==> src/rtl/fetch_stage.sv <==
// Instruction fetch stage: issues one imem request at a time for the current PC and
// returns the fetched word through a stallable, flushable IF/ID register.
module fetch_stage #(
    parameter int               XLEN      = 32,
    parameter logic [XLEN-1:0]  NOP_INSTR = 32'h00000013
) (
    input  logic            clk,
    input  logic            reset,
    input  logic [XLEN-1:0] pc,
    output logic            pc_write,
    input  logic            redirect,
    input  logic            id_stall,
    output logic            imem_req_valid,
    output logic [XLEN-1:0] imem_req_addr,
    input  logic            imem_req_ready,
    input  logic            imem_rsp_valid,
    input  logic [XLEN-1:0] imem_rsp_data,
    output logic            if_id_valid,
    output logic [XLEN-1:0] if_id_pc,
    output logic [XLEN-1:0] if_id_instr,
    output logic            if_misaligned,
    output logic [1:0]      fetch_state
);

    // Handshake: a request transfers on a rising edge where imem_req_valid && imem_req_ready;
    // the response is a one-cycle imem_rsp_valid pulse with no back-pressure.
    typedef enum logic [1:0] {
        ST_ISSUE   = 2'd0,
        ST_WAIT    = 2'd1,
        ST_FULL    = 2'd2,
        ST_DISCARD = 2'd3
    } state_t;

    state_t          state;
    state_t          next_state;
    logic            fire;
    logic            can_load;
    logic            load_rsp;
    logic            load_hold;
    logic            park_rsp;
    logic            pc_aligned;
    logic [XLEN-1:0] pending_pc;
    logic [XLEN-1:0] hold_pc;
    logic [XLEN-1:0] hold_instr;

    assign fetch_state   = state;
    assign imem_req_addr = pc;
    assign pc_aligned    = (pc[1:0] == 2'b00);
    assign can_load      = !id_stall || !if_id_valid;

    always_comb begin
        next_state     = state;
        imem_req_valid = 1'b0;
        fire           = 1'b0;
        load_rsp       = 1'b0;
        load_hold      = 1'b0;
        park_rsp       = 1'b0;

        case (state)
            ST_ISSUE: begin
                imem_req_valid = !redirect && !if_misaligned && pc_aligned;
                fire           = imem_req_valid && imem_req_ready;
                if (fire) next_state = ST_WAIT;
            end
            ST_WAIT: begin
                if (redirect) begin
                    next_state = imem_rsp_valid ? ST_ISSUE : ST_DISCARD;
                end else if (imem_rsp_valid) begin
                    load_rsp   = can_load;
                    park_rsp   = !can_load;
                    next_state = can_load ? ST_ISSUE : ST_FULL;
                end
            end
            ST_FULL: begin
                if (redirect) begin
                    next_state = ST_ISSUE;
                end else if (can_load) begin
                    load_hold  = 1'b1;
                    next_state = ST_ISSUE;
                end
            end
            ST_DISCARD: begin
                // The owed response is dropped whether or not another redirect arrives.
                if (imem_rsp_valid) next_state = ST_ISSUE;
            end
            default: next_state = ST_ISSUE;
        endcase

        pc_write = fire || redirect;
    end

    always_ff @(posedge clk) begin
        if (reset) state <= ST_ISSUE;
        else       state <= next_state;
    end

    always_ff @(posedge clk) begin
        if (reset) begin
            pending_pc <= '0;
        end else if (fire) begin
            pending_pc <= pc;
        end
    end

    always_ff @(posedge clk) begin
        if (reset) begin
            hold_pc    <= '0;
            hold_instr <= '0;
        end else if (park_rsp) begin
            hold_pc    <= pending_pc;
            hold_instr <= imem_rsp_data;
        end
    end

    always_ff @(posedge clk) begin
        if (reset) begin
            if_misaligned <= 1'b0;
        end else if (redirect) begin
            if_misaligned <= 1'b0;
        end else if (state == ST_ISSUE && !pc_aligned) begin
            if_misaligned <= 1'b1;
        end
    end

    // Redirect flushes IF/ID even when decode is stalled.
    always_ff @(posedge clk) begin
        if (reset) begin
            if_id_valid <= 1'b0;
            if_id_pc    <= '0;
            if_id_instr <= NOP_INSTR;
        end else if (redirect) begin
            if_id_valid <= 1'b0;
            if_id_instr <= NOP_INSTR;
        end else if (load_rsp) begin
            if_id_valid <= 1'b1;
            if_id_pc    <= pending_pc;
            if_id_instr <= imem_rsp_data;
        end else if (load_hold) begin
            if_id_valid <= 1'b1;
            if_id_pc    <= hold_pc;
            if_id_instr <= hold_instr;
        end else if (!id_stall) begin
            if_id_valid <= 1'b0;
            if_id_instr <= NOP_INSTR;
        end
    end

endmodule

==> config.mk <==
export PLATFORM = sky130hd
export DESIGN_NAME = fetch_stage
export DESIGN_NICKNAME = d
export VERILOG_FILES = /design/src/rtl/fetch_stage.sv
export SDC_FILE = /design/constraint.sdc
export NUM_CORES = 1
export LEC_CHECK = 0
export CAP_MARGIN = 20
export CORE_MARGIN = 3
export CORE_UTILIZATION = 40
export DETAILED_ROUTE_END_ITERATION = 10
export GPL_TIMING_DRIVEN = 0
export HOLD_SLACK_MARGIN = 0.15
export PLACE_DENSITY = 0.7
export SYNTH_ARGS = -nofsm -noshare
export SYNTH_HDL_FRONTEND = slang
export SYNTH_SLANG_ARGS = --single-unit
==> constraint.sdc <==
create_clock -name clk -period 1.5 [get_ports clk]
set_input_delay 0.3 -clock clk [delete_from_list [all_inputs] [get_ports clk]]
set_output_delay 0.3 -clock clk [all_outputs]
set_load 0.05 [all_outputs]
# Word level (Yosys, flattened, before mapping)
# Cells that the tools add are included.
[op_classes]
n_addsub = 0
multipliers = 0
n_div = 0
n_lt_le_gt_ge = 0
n_eq_ne = 8
n_shift = 0
mux = 28
bitwise_logic = 1
reduce_logical = 18
[op_table]
columns = ["cell", "count"]
rows = [
  ["2-to-1 mux 32 bit", 5],
  ["2-to-1 mux 2 bit", 8],
  ["2-to-1 mux 1 bit", 14],
  ["one-hot mux 2 bit (4 select lines)", 1],
  ["zero test 1 bit", 6],
  ["inequality test 3 bit (second input constant)", 2],
  ["== test 2 bit (second input constant)", 2],
  ["logical AND 1 bit", 4],
  ["zero test 2 bit", 2],
  ["inequality test 2 bit (second input constant)", 2],
  ["AND reduction 4 bit", 1],
  ["inequality test 3 x 1 -> 1 bit (second input constant)", 1],
  ["== test 2 x 1 -> 1 bit (second input constant)", 1],
  ["logical OR 1 bit", 2],
  ["AND reduction 2 bit", 1],
  ["nonzero test 2 bit", 1],
  ["OR reduction 2 bit", 1],
  ["inverter 1 bit", 1],
]
[totals]
ff_bits = 164
latchBits = 0
ramBits = 0
rom_bits = 0
word_cells = 63
memories = 0

# Longest topological paths before layout
[logic_depth]
word_depth = 7
depth_mapped = 7
ltp_nobuf = 4

# Least setup slack after synthesis
# OpenSTA, ideal clock, no wires.
[synth_timing]
kind = "register to register"
from = "reg state[0], in the netlist fetch_state[0]"
to = "reg if_id_pc[13]"
t_arrival_ps = 1764
slack_ps = -355
path_stages_with_launch = 7
n_path_buf = 3
path_cell_list = "dfxtp_1 -> buf_2 -> and4bb_2 -> nand2_1 -> buf_2 -> buf_2 -> a311oi_1"
[synth_via]
elab_chain_cells = 4
elab_cells_between_ends = 7
classes_between = "2 x eq/ne; 3 x mux; 2 x reduce/logical"
[synth_lines]
columns = ["element", "line_no", "text"]
rows = [
  ["start: declaration", "34", "state_t state;"],
  ["start signal: assignment", "94", "else state <= next_state;"],
  ["== test 2 x 1 -> 1 bit or == test 2 bit (tied branches)", "59", "case (state)"],
  ["2-to-1 mux 1 bit", "59", ""],
  ["nonzero test 2 bit (no line)", "n/a", ""],
  ["AND reduction 2 bit (no line)", "n/a", ""],
  ["end signal: assignment", "136", "if_id_pc <= pending_pc;"],
  ["end signal: assignment", "140", "if_id_pc <= hold_pc;"],
  ["end: declaration", "19", "output logic [XLEN-1:0] if_id_pc,"],
]
# Several ways; a longest one is shown, not always the timed one.
# A chain may end at the register's enable or synchronous reset.

# Worst setup path after layout
[layout_timing]
from = "reg state[1], in the netlist fetch_state[1]"
to = "reg if_id_instr[4]"
[layout_via]
elab_chain_cells = 4
elab_cells_between_ends = 7
classes_between = "3 x eq/ne; 4 x mux"
[layout_lines]
columns = ["element", "line_no", "text"]
rows = [
  ["== test 2 bit", "59", ""],
  ["2-to-1 mux 1 bit", "59", ""],
  ["2-to-1 mux 32 bit", "138", "end else if (load_hold) begin"],
  ["2-to-1 mux 32 bit", "134", "end else if (load_rsp) begin"],
  ["end signal: assignment", "137", "if_id_instr <= imem_rsp_data;"],
  ["end signal: assignment", "141", "if_id_instr <= hold_instr;"],
  ["end: declaration", "20", "output logic [XLEN-1:0] if_id_instr,"],
]
# Several ways; a longest one is shown, not always the timed one.

==> summary.md <==
| Metric | Value |
|---|---|
| Register area share after synthesis | 50.07% |
| Commonest non-fill, non-tap cell in the layout | nand2_1 |
| Total GRT Usage | between 20 and 25% |
| Largest net degree at the start of global routing | 17 |
| Via count | just under 7000 |
| Worst slack, placed | -994.5 ps |
| Vias in the first global route | about 6000 |
| Leakage power | between 3 and 4 nW |
| DR pass1 iterations | 5 |
| Gr ovfl total | 0 |
| Port Buffers | around 170 |
| Slew @ Worst Pin | 798.0 ps |
| Hold WC Path Type | primary input to flop |
| Worst hold stages | 3 |
| R2R Path Start | fetch_state[1]$_SDFFE_PP0P_ |
| Total nets after synthesis | 887 |
| Critical path class | flop to flop |
| Most frequent cells in the layout | nand2_1, dfxtp_1, clkdlybuf4s50_1 |
| P per Cell Area | 945.3 mW/mm^2 |
| Final #Nets | 1107 |
| Area delta synth->final | 66.55% |
| Root Driver | clkbuf_16 |
| Die Y-Extent | between 100 and 150 um |
| Iteration-0 DRC Markers | about 470 |
| CP bufs+invs | 2 |
| Register-to-register setup slack | -160 ps |
| Initial antenna violation count | 0 |
| Die Area | 0.01797 mm^2 |
| Post-route antenna net violation count | 0 |
| Final hold slack | 445.3 ps |
| Critical path, cell by cell | buf_6 -> and4bb_2 -> nand2_4 -> buf_8 -> o22ai_1 -> o221ai_1 |
| Reg2Reg Capture Point | if_id_instr[4]$_SDFFE_PP1P_ |
| Sequential cell area | between 0.003 and 0.004 mm^2 |
| # clock sinks | around 160 |
| Worst-path clk slew | about 60 ps |
| Worst skew pair latency | 440 ps |
| Rel. slew slack | ~47% |
| VDD IR-drop max | roughly 0.91 mV |
| Post-Syn Area | between 0.006 and 0.007 mm^2 |
| Die W | about 130 um |
| # setup viols final | roughly 130 |
| DR WL/cell | between 15 and 20 um |
| Worst path depth | 6 |
| Worst hold endpoint | pending_pc[22]$_SDFFE_PP0P_ |
| Warnings from Yosys | 0 |
| Crit-path max cell delay | 380 ps |
| Failing checks | setup timing |
| Total CTS buffers | 17 |
| First-pass GRT wire length | between 30000 and 40000 um |
| CTS tree | done |
| FMAX | a little over 600 MHz |
| Max Slew Vio Count | 0 |
| Hold_sp | pc[22] |
| Boundary Pins | 172 |
| CTS max path bufs | 2 |
| Tmin final | between 1500 and 2000 ps |
| Share of layout cells above drive strength 1 | a little over two fifths |
| Footprint of the multi-input gates | between 0.003 and 0.004 mm^2 |
| DRT Wirelength | about 23000 um |
| Fillcell total | 1193 |
| Initial Utilization | between 40% and 50% |
| Routed vias/inst | around 5.4 |
| Status | complete, but fails checks |
| R2R depth | 6 |
| DP HPWL | 13920 um |
| Final Hold Viols | 0 |
| Final Worst Setup Slack | -156.3 ps |
| Tcrit/Tclk final | 110.4% |
| Core area | 0.01594 mm^2 |
| # rows | 46 |
| Post-Syn Area per Cell | 8.026 um^2 |
| CP Launch Type | flop |
| Netlist cell types | 35 |
| Mapped Cells | 817 |
| Crit. End Element | flop |
| Residual DRC | 0 |
| Clock H-tree levels | 4 |
| Required time at the worst-slack endpoint | 1790 ps |
| Crit path DAT | 1950 ps |
| Crit Path Max Fanout | 6 |
| RSZ-0062 raised after global routing | true |
| #FFs+latches synth | 164 |
| Critical-path top delay cell | dfxtp_4 |
| Clk_skew | 11.76 ps |
| RD Place Congestion | just over 0.8 |
| Max Cap Viol | 0 |
| Crit-path leading delay family | simple AND/OR/NAND/NOR gates |
| Cts hold-fix bufs | 0 |
[flip-flops by register name, summed over array words and instances, names as in the netlist]
register       count
fetch_state        2
hold_instr        32
hold_pc           32
if_id_instr       32
if_id_pc          32
if_id_valid        1
if_misaligned      1
pending_pc        32
[tightest hold or removal path, delay by kind of cell]
kind / cells / cell delay, ps
buf+inv: 1 / 420
compound gates: 1 / 50
simple gates: 1 / 60
[Yosys cell counts (all sizes together)]
master	instances	area, um^2
nand2b	2	12.51
o22ai	3	18.77
nand3b	1	20.02
inv	1	3.750
and3	1	6.260
and4bb	1	12.51
and3b	1	8.760
o221ai	3	26.28
nor2b	3	18.77
and4	1	8.760
or2	1	6.260
a221oi	26	227.7
dfxtp	164	3283
a21o	2	15.01
o21ai	6	30.03
a311oi	32	280.3
nand3	3	15.01
a211oi	1	7.510
nor2	39	146.4
nor3b	2	15.01
nor4b	1	8.760
nand4	1	6.260
and2	1	6.260
a21oi	100	500.5
o21ba	1	10.01
nand2	261	979.7
a31oi	1	6.260
o31ai	1	12.51
nor3	58	317.8
buf	64	415.4
clkbuf	35	131.4
[where the power goes]
group,switching (W),internal (W)
Combinational,0.000713,0.000459
Clock,0.00176,0.00294
Sequential,0.0000397,0.00441
[kinds of logic (layout without fill, tap and decap cells)]
logic type	Yosys count	after routing	share of synthesized area, %
AO/OA/AOI/OAI	176	176	17.31
buffers and inverters	100	331	8.395
flip-flops	164	164	50.07
other	0	1	0
AND/OR/NAND/NOR	377	378	24.23
[per-stage QoR]
stage / util, % / total power [W] / cell area (um^2) / TNS, ps / std cells
6_report: 68.51 / 0.01032 / 10920 / -10010 / 1266
3_3_place_gp: 53.81 / 0.005632 / 8578 / -126080 / 1202
3_5_place_dp: 53.81 / 0.005636 / 8578 / -128830 / 1202
4_1_cts: 60.35 / 0.01024 / 9622 / -2929 / 1249
5_1_grt: 68.49 / 0.01056 / 10920 / -15400 / 1265
2_1_floorplan: - / 0.005165 / 6616 / -541.5 / 817
[how the worst max path moves through the flow]
stage,from,end,slack [ps]
2_1_floorplan,fetch_state[0]$_SDFFE_PP0P_,if_id_pc[21]$_SDFFE_PP0P_,-30
3_3_place_gp,pc[0],pc_write,-990
3_5_place_dp,pc[0],pc_write,-990
4_1_cts,fetch_state[0]$_SDFFE_PP0P_,pc_write,-180
5_1_grt,pc[0],pc_write,-220
6_report,fetch_state[1]$_SDFFE_PP0P_,if_id_instr[4]$_SDFFE_PP1P_,-160
[metal layers]
metal  global-route usage (%)  routed length [um]
met1                    28.62                9633
met5                        0                   0
met2                    37.42               11510
met4                    6.561                 425
met3                    5.401                1677
[layout make-up]
type,instances,share of cell area [%]
multi-input cells,554,35.51
flip-flops and latches,164,30.16
plain buffers,96,7.240
repair buffers,203,18.74
well taps,216,2.475
clock buffers,22,4.434
diodes,1,0.02291
clock inverters,9,1.375
inverters,1,0.03437
[repair_timing]
| action | in CTS | in global routing |
|---|---|---|
| setup endpoints to repair | 260 | 171 |
| gates resized for setup | 482 | 312 |
| pin swaps | 35 | 135 |
| cloned | 4 | 9 |
| buffers inserted | 14 | 10 |
Note: power is estimated with default switching activity, not from simulation.
==> variant 1 (same settings) <==
Make the reset (`reset`) asynchronous in 5 clocked blocks.
--- a/src/rtl/fetch_stage.sv
+++ b/src/rtl/fetch_stage.sv
@@ -90,10 +90,10 @@
     end
 
-    always_ff @(posedge clk) begin
+    always_ff @(posedge clk or posedge reset) begin
         if (reset) state <= ST_ISSUE;
         else       state <= next_state;
     end
 
-    always_ff @(posedge clk) begin
+    always_ff @(posedge clk or posedge reset) begin
         if (reset) begin
             pending_pc <= '0;
@@ -103,5 +103,5 @@
     end
 
-    always_ff @(posedge clk) begin
+    always_ff @(posedge clk or posedge reset) begin
         if (reset) begin
             hold_pc    <= '0;
@@ -113,5 +113,5 @@
     end
 
-    always_ff @(posedge clk) begin
+    always_ff @(posedge clk or posedge reset) begin
         if (reset) begin
             if_misaligned <= 1'b0;
@@ -124,5 +124,5 @@
 
     // Redirect flushes IF/ID even when decode is stalled.
-    always_ff @(posedge clk) begin
+    always_ff @(posedge clk or posedge reset) begin
         if (reset) begin
             if_id_valid <= 1'b0;
Function: differs if reset is asserted again (counterexample within 4 cycles, from zero or initial values and one cycle with reset high); with reset held inactive, the same outputs for 4 cycles.
==> variant 1 against the unedited design <==
The flow still finishes with violations (negative setup slack); die area is 8.0% higher; sequential power up 11%; routed wire length down 17%; final area grew 0.75%; worst setup slack got worse by 840 ps; sequential share of layout area rose by 7.2 points; synthesized area up 8.4%; global-route usage decreased by 3.2 points; total power down 1.3%; core utilization is 5.1 points lower; sequential cell count is the same.
==> variant 1: results (changes against the unedited design) <==
stage;metric;value;unit;change
global_route;grt_usage;19.1;%;-3.2 points
place;pre_cts_slack;-1830;ps;-837 ps
pwr;p_comb;1370;uW;+17%
layout;biggestCellCategory;registers;;
layout;n_clock_buffer;21;;-4.5%
global_route;met2_usage;32.2;%;-5.2 points
pwr;internal-power;7660;uW;-1.9%
place;gp_congestion;0.767;;-5.5%
outcome;outcome;finished, violations left;;
sta;setup_viol;163;;+23%
detailed_routing;drt-initial-drc-count;206;;-56%
synthesis;synth.distinct_cells;32;;-8.6%
place;io_buffers;170;;+0.59%
layout;num-nonclk-buffers;288;;-3.7%
clocking;clk_latency;410;ps;-30 ps
layout;seq_area;4110;sq um;+25%
layout;fillers;1240;;+3.9%
critical_path;cp_max_fo;3;;-3
sta;fin_skew;7.10;ps;-4.66 ps
pwr;powerSeq;4920;uW;+11%
critical_path;reg2reg_depth;11;;+5
critical_path;crit_arrival;2200;ps;+250 ps
layout;layout.nets;801;;-28%
synthesis;netlist_instances;486;;-41%
layout;buf_share;26.9;%;+0.88 points
outcome;failed_checks;negative setup slack;;
place;dp_hpwl;11.6;mm;-16%
synthesis;synth_compound_area_share;5.11;%;-12 points
layout;multi_input_area;3090;sq um;-20%
layout;final_cells;967;;-24%
detailed_routing;wl_met1;8.57;mm;-11%
sta;setup_ws;-1000;ps;-845 ps
global_route;grt_first_pass_wirelength;29.5;mm;-8.1%
synthesis;syn_nets;556;;-37%
pwr;irDropWorstVdd;0.804;mV;-12%
layout;clkCellAreaFrac;4.80;%;-1.0 points
synthesis;synth_commonest_cells;dfrtp_1, mux2_2, buf_4;;
synthesis;synth_ff_type;dfrtp_1;;
die;tapCellCount;225;;+4.2%
layout;drive_gt1_share;56.5;%;+13 points
global_route;grt_max_degree;43;;+26
layout;num-nonclk-inverters;8;;+7
synthesis;synth.area.top_cells;dfrtp_1, mux2_2, mux2_4, a221o_1, buf_4;;
synthesis;ys_seq_area_share;57.8;%;+7.7 points
## variant 1: cell count changes after synthesis, sizes merged, moves of 28 or more
cell	change
nand2	-259
dfxtp	-164
dfrtp	+161
mux2	+156
a21oi	-98
nor3	-55
nor2	-37
a311oi	-32
a221o	+29
and3	+28
## variant 1: timing repair
item / 4_1_cts / 5_1_grt
endpoints found under the hold margin: 2 / 0
pin swaps: 9 / 33
gates cloned: 15 / 2
hold buffers: 1 / 0
setup endpoints to repair: 263 / 187
buffers inserted: 32 / 14
resized for setup: 533 / 160
## variant 1: final timing paths
path	from	end	slack, ps
min	redirect	fetch_state[1]	210
min in group asynchronous	reset	if_id_instr[15]	320
max in group asynchronous	reset	if_id_pc[23]	300
min reg2reg	if_id_instr[4]	if_id_instr[4]	490
max	pc[0]	pc_write	-1000
max reg2reg	fetch_state[1]	if_id_pc[3]	-930
## variant 1: critical path, cell delays in order
cell and delay [ps]:
clkdlybuf4s50_1 440, or4_4 530, or4b_4 570, buf_12 150, nand2b_4 60, buf_8 140
==> variant 2 (same settings) <==
Without the edit above. Set the parameter `XLEN` to 64 (it was 32).
--- a/src/rtl/fetch_stage.sv
+++ b/src/rtl/fetch_stage.sv
@@ -2,5 +2,5 @@
 // returns the fetched word through a stallable, flushable IF/ID register.
 module fetch_stage #(
-    parameter int               XLEN      = 32,
+    parameter int               XLEN      = 64,
     parameter logic [XLEN-1:0]  NOP_INSTR = 32'h00000013
 ) (
Ports: changed (5 resized); port bits go from 172 to 332. No check against the original RTL was run, so the function may have changed too.
==> variant 2 against the unedited design <==
Final area grew 130%; non-clock buffer count grew 410; sequential cell count is 160 higher; cell count grew 120%; largest cell class unchanged; routed wire length increased to 2.8 times the old value; combinational power grew to 2.6 times the old value; worst setup slack got worse by 370 ps; synthesized area increased by 140%; total power grew 100%; the run still ends with negative setup slack left.
==> variant 2: results (changes against the unedited design) <==
stage;metric;value;unit;change
outcome;outcome;finished, violations left;;
outcome;failed_checks;negative setup slack;;
layout;layout.nets;2392;;+120%
sta;setup_viol;314;;+140%
critical_path;crit_type;reg -> out;;
synthesis;ys_seq_area_share;41.8;%;-8.3 points
detailed_routing;dr.pass1.iters;6;;+1
critical_path;cp_max_fo;5;;-1
synthesis;synth.area.top_cells;dfxtp_1, o21ai_0, a21oi_1, nand2b_1, clkbuf_1;;
die;dieWidth;203;um;+51%
sta;setup_ws;-531;ps;-374 ps
detailed_routing;num_vias;16600;;+140%
critical_path;reg2reg_depth;8;;+2
sta;tns;-71850;ps;-61840 ps
place;place_area;19800;sq um;+130%
synthesis;synth.distinct_cells;39;;+11%
sta;slew_headroom;49.6;%;+2.8 points
pwr;cellLeakagePower;0.00895;uW;+130%
global_route;grt_usage;28.2;%;+6.0 points
sta;fin_skew;15.4;ps;+3.66 ps
synthesis;synth_commonest_cells;dfxtp_1, o21ai_0, a21oi_1;;
place;dp.cells;2636;;+120%
critical_path;r2r-end;if_id_instr[48];;
place;io_buffers;330;;+95%
global_route;grt_pass1_vias;16400;;+170%
layout;drive_gt1_share;46.9;%;+3.2 points
synthesis;syn_nets;1929;;+120%
critical_path;crit_arrival;1730;ps;-220 ps
synthesis;syn_avg_cell_area;8.65;sq um;+7.8%
pwr;irDropWorstVdd;0.657;mV;-28%
clocking;clk_latency;530;ps;+90 ps
critical_path;rr_startpoint;fetch_state[0];;
detailed_routing;drt_wl_total;64.5;mm;+180%
global_route;grt_max_degree;14;;-3
[variant 2: cell types whose count changed in the layout (fill, tap and decap cells not counted), moves of 76 or more]
cell / delta
nand2_1: -180
buf_2: +160
dfxtp_1: +159
nand2b_1: +125
o21ai_0: +123
o21ai_1: +76
[variant 2: how the worst min path moves through the flow]
stage | startpoint | slack (ps) | to | cells past startpoint
after floorplan | imem_rsp_data[0] | 450 | hold_instr[0] | 2
after global placement | hold_pc[3] | 460 | hold_pc[3] | 2
after detailed placement | hold_pc[3] | 460 | hold_pc[3] | 2
after CTS | redirect | 210 | if_id_valid | 2
after global routing | redirect | 210 | if_id_valid | 2
final | redirect | 210 | if_id_valid | 2
[variant 2: area by class of cell]
type / count / area share (%)
Multi-Input combinational cell: 1181 / 41.7
Timing Repair Buffer: 432 / 16.0
Antenna cell: 1 / 0.00982
Tap cell: 511 / 2.51
Clock inverter: 8 / 0.383
Inverter: 5 / 0.0737
Buffer: 277 / 9.52
Sequential cell: 324 / 25.5
Clock buffer: 56 / 4.32
[variant 2: power by group]
| group | switching (uW) | internal [uW] | total [uW] |
|---|---|---|---|
| sequential | 111 | 8720 | 8830 |
| clock | 3690 | 5400 | 9100 |
| combinational | 1800 | 1210 | 3010 |
| total | 5610 | 15300 | 20900 |
[variant 2: metal layers]
| layer | routed length (um) | track usage [%] | share of wire [%] |
|---|---|---|---|
| met2 | 31000 | 48.4 | 48 |
| met5 | 0 | 0 | 0 |
| met3 | 4480 | 4.23 | 6.9 |
| met1 | 26000 | 36.1 | 40 |
| met4 | 2970 | 10.6 | 4.6 |
[variant 2: kinds of logic (layout without fill, tap and decap cells)]
logic type | Yosys count | after routing | synth area share (%)
AOI/OAI and AO/OA | 587 | 587 | 22.7
buffers and inverters | 290 | 778 | 9.11
DFF | 324 | 324 | 41.8
muxes | 62 | 62 | 4.00
other | 0 | 1 | 0
and+or+nand+nor | 532 | 532 | 22.5
[variant 2: stage by stage]
| stage | hold WS (ps) | util (%) |
|---|---|---|
| 2_1_floorplan | 448 | - |
| 3_3_place_gp | 456 | 52.2 |
| 3_5_place_dp | 462 | 52.2 |
| 4_1_cts | 208 | 63.3 |
| 5_1_grt | 214 | 67.2 |
| 6_report | 209 | 67.2 |
[variant 2: worst max-delay path, stage by stage, from the launching register on]
cell	delay, ps
dfxtp_4	350
buf_6	120
nor2_4	30
and4_4	190
buf_12	130
or2_4	230
buf_8	150
[variant 2: repair_timing]
| item | CTS | global route |
|---|---|---|
| resized for setup | 1656 | 512 |
| pin swaps | 198 | 97 |
| endpoints found under the hold margin | 0 | 0 |
| endpoints found under the setup margin | 522 | 333 |
| cloned | 43 | 5 |
| buffers inserted | 61 | 11 |
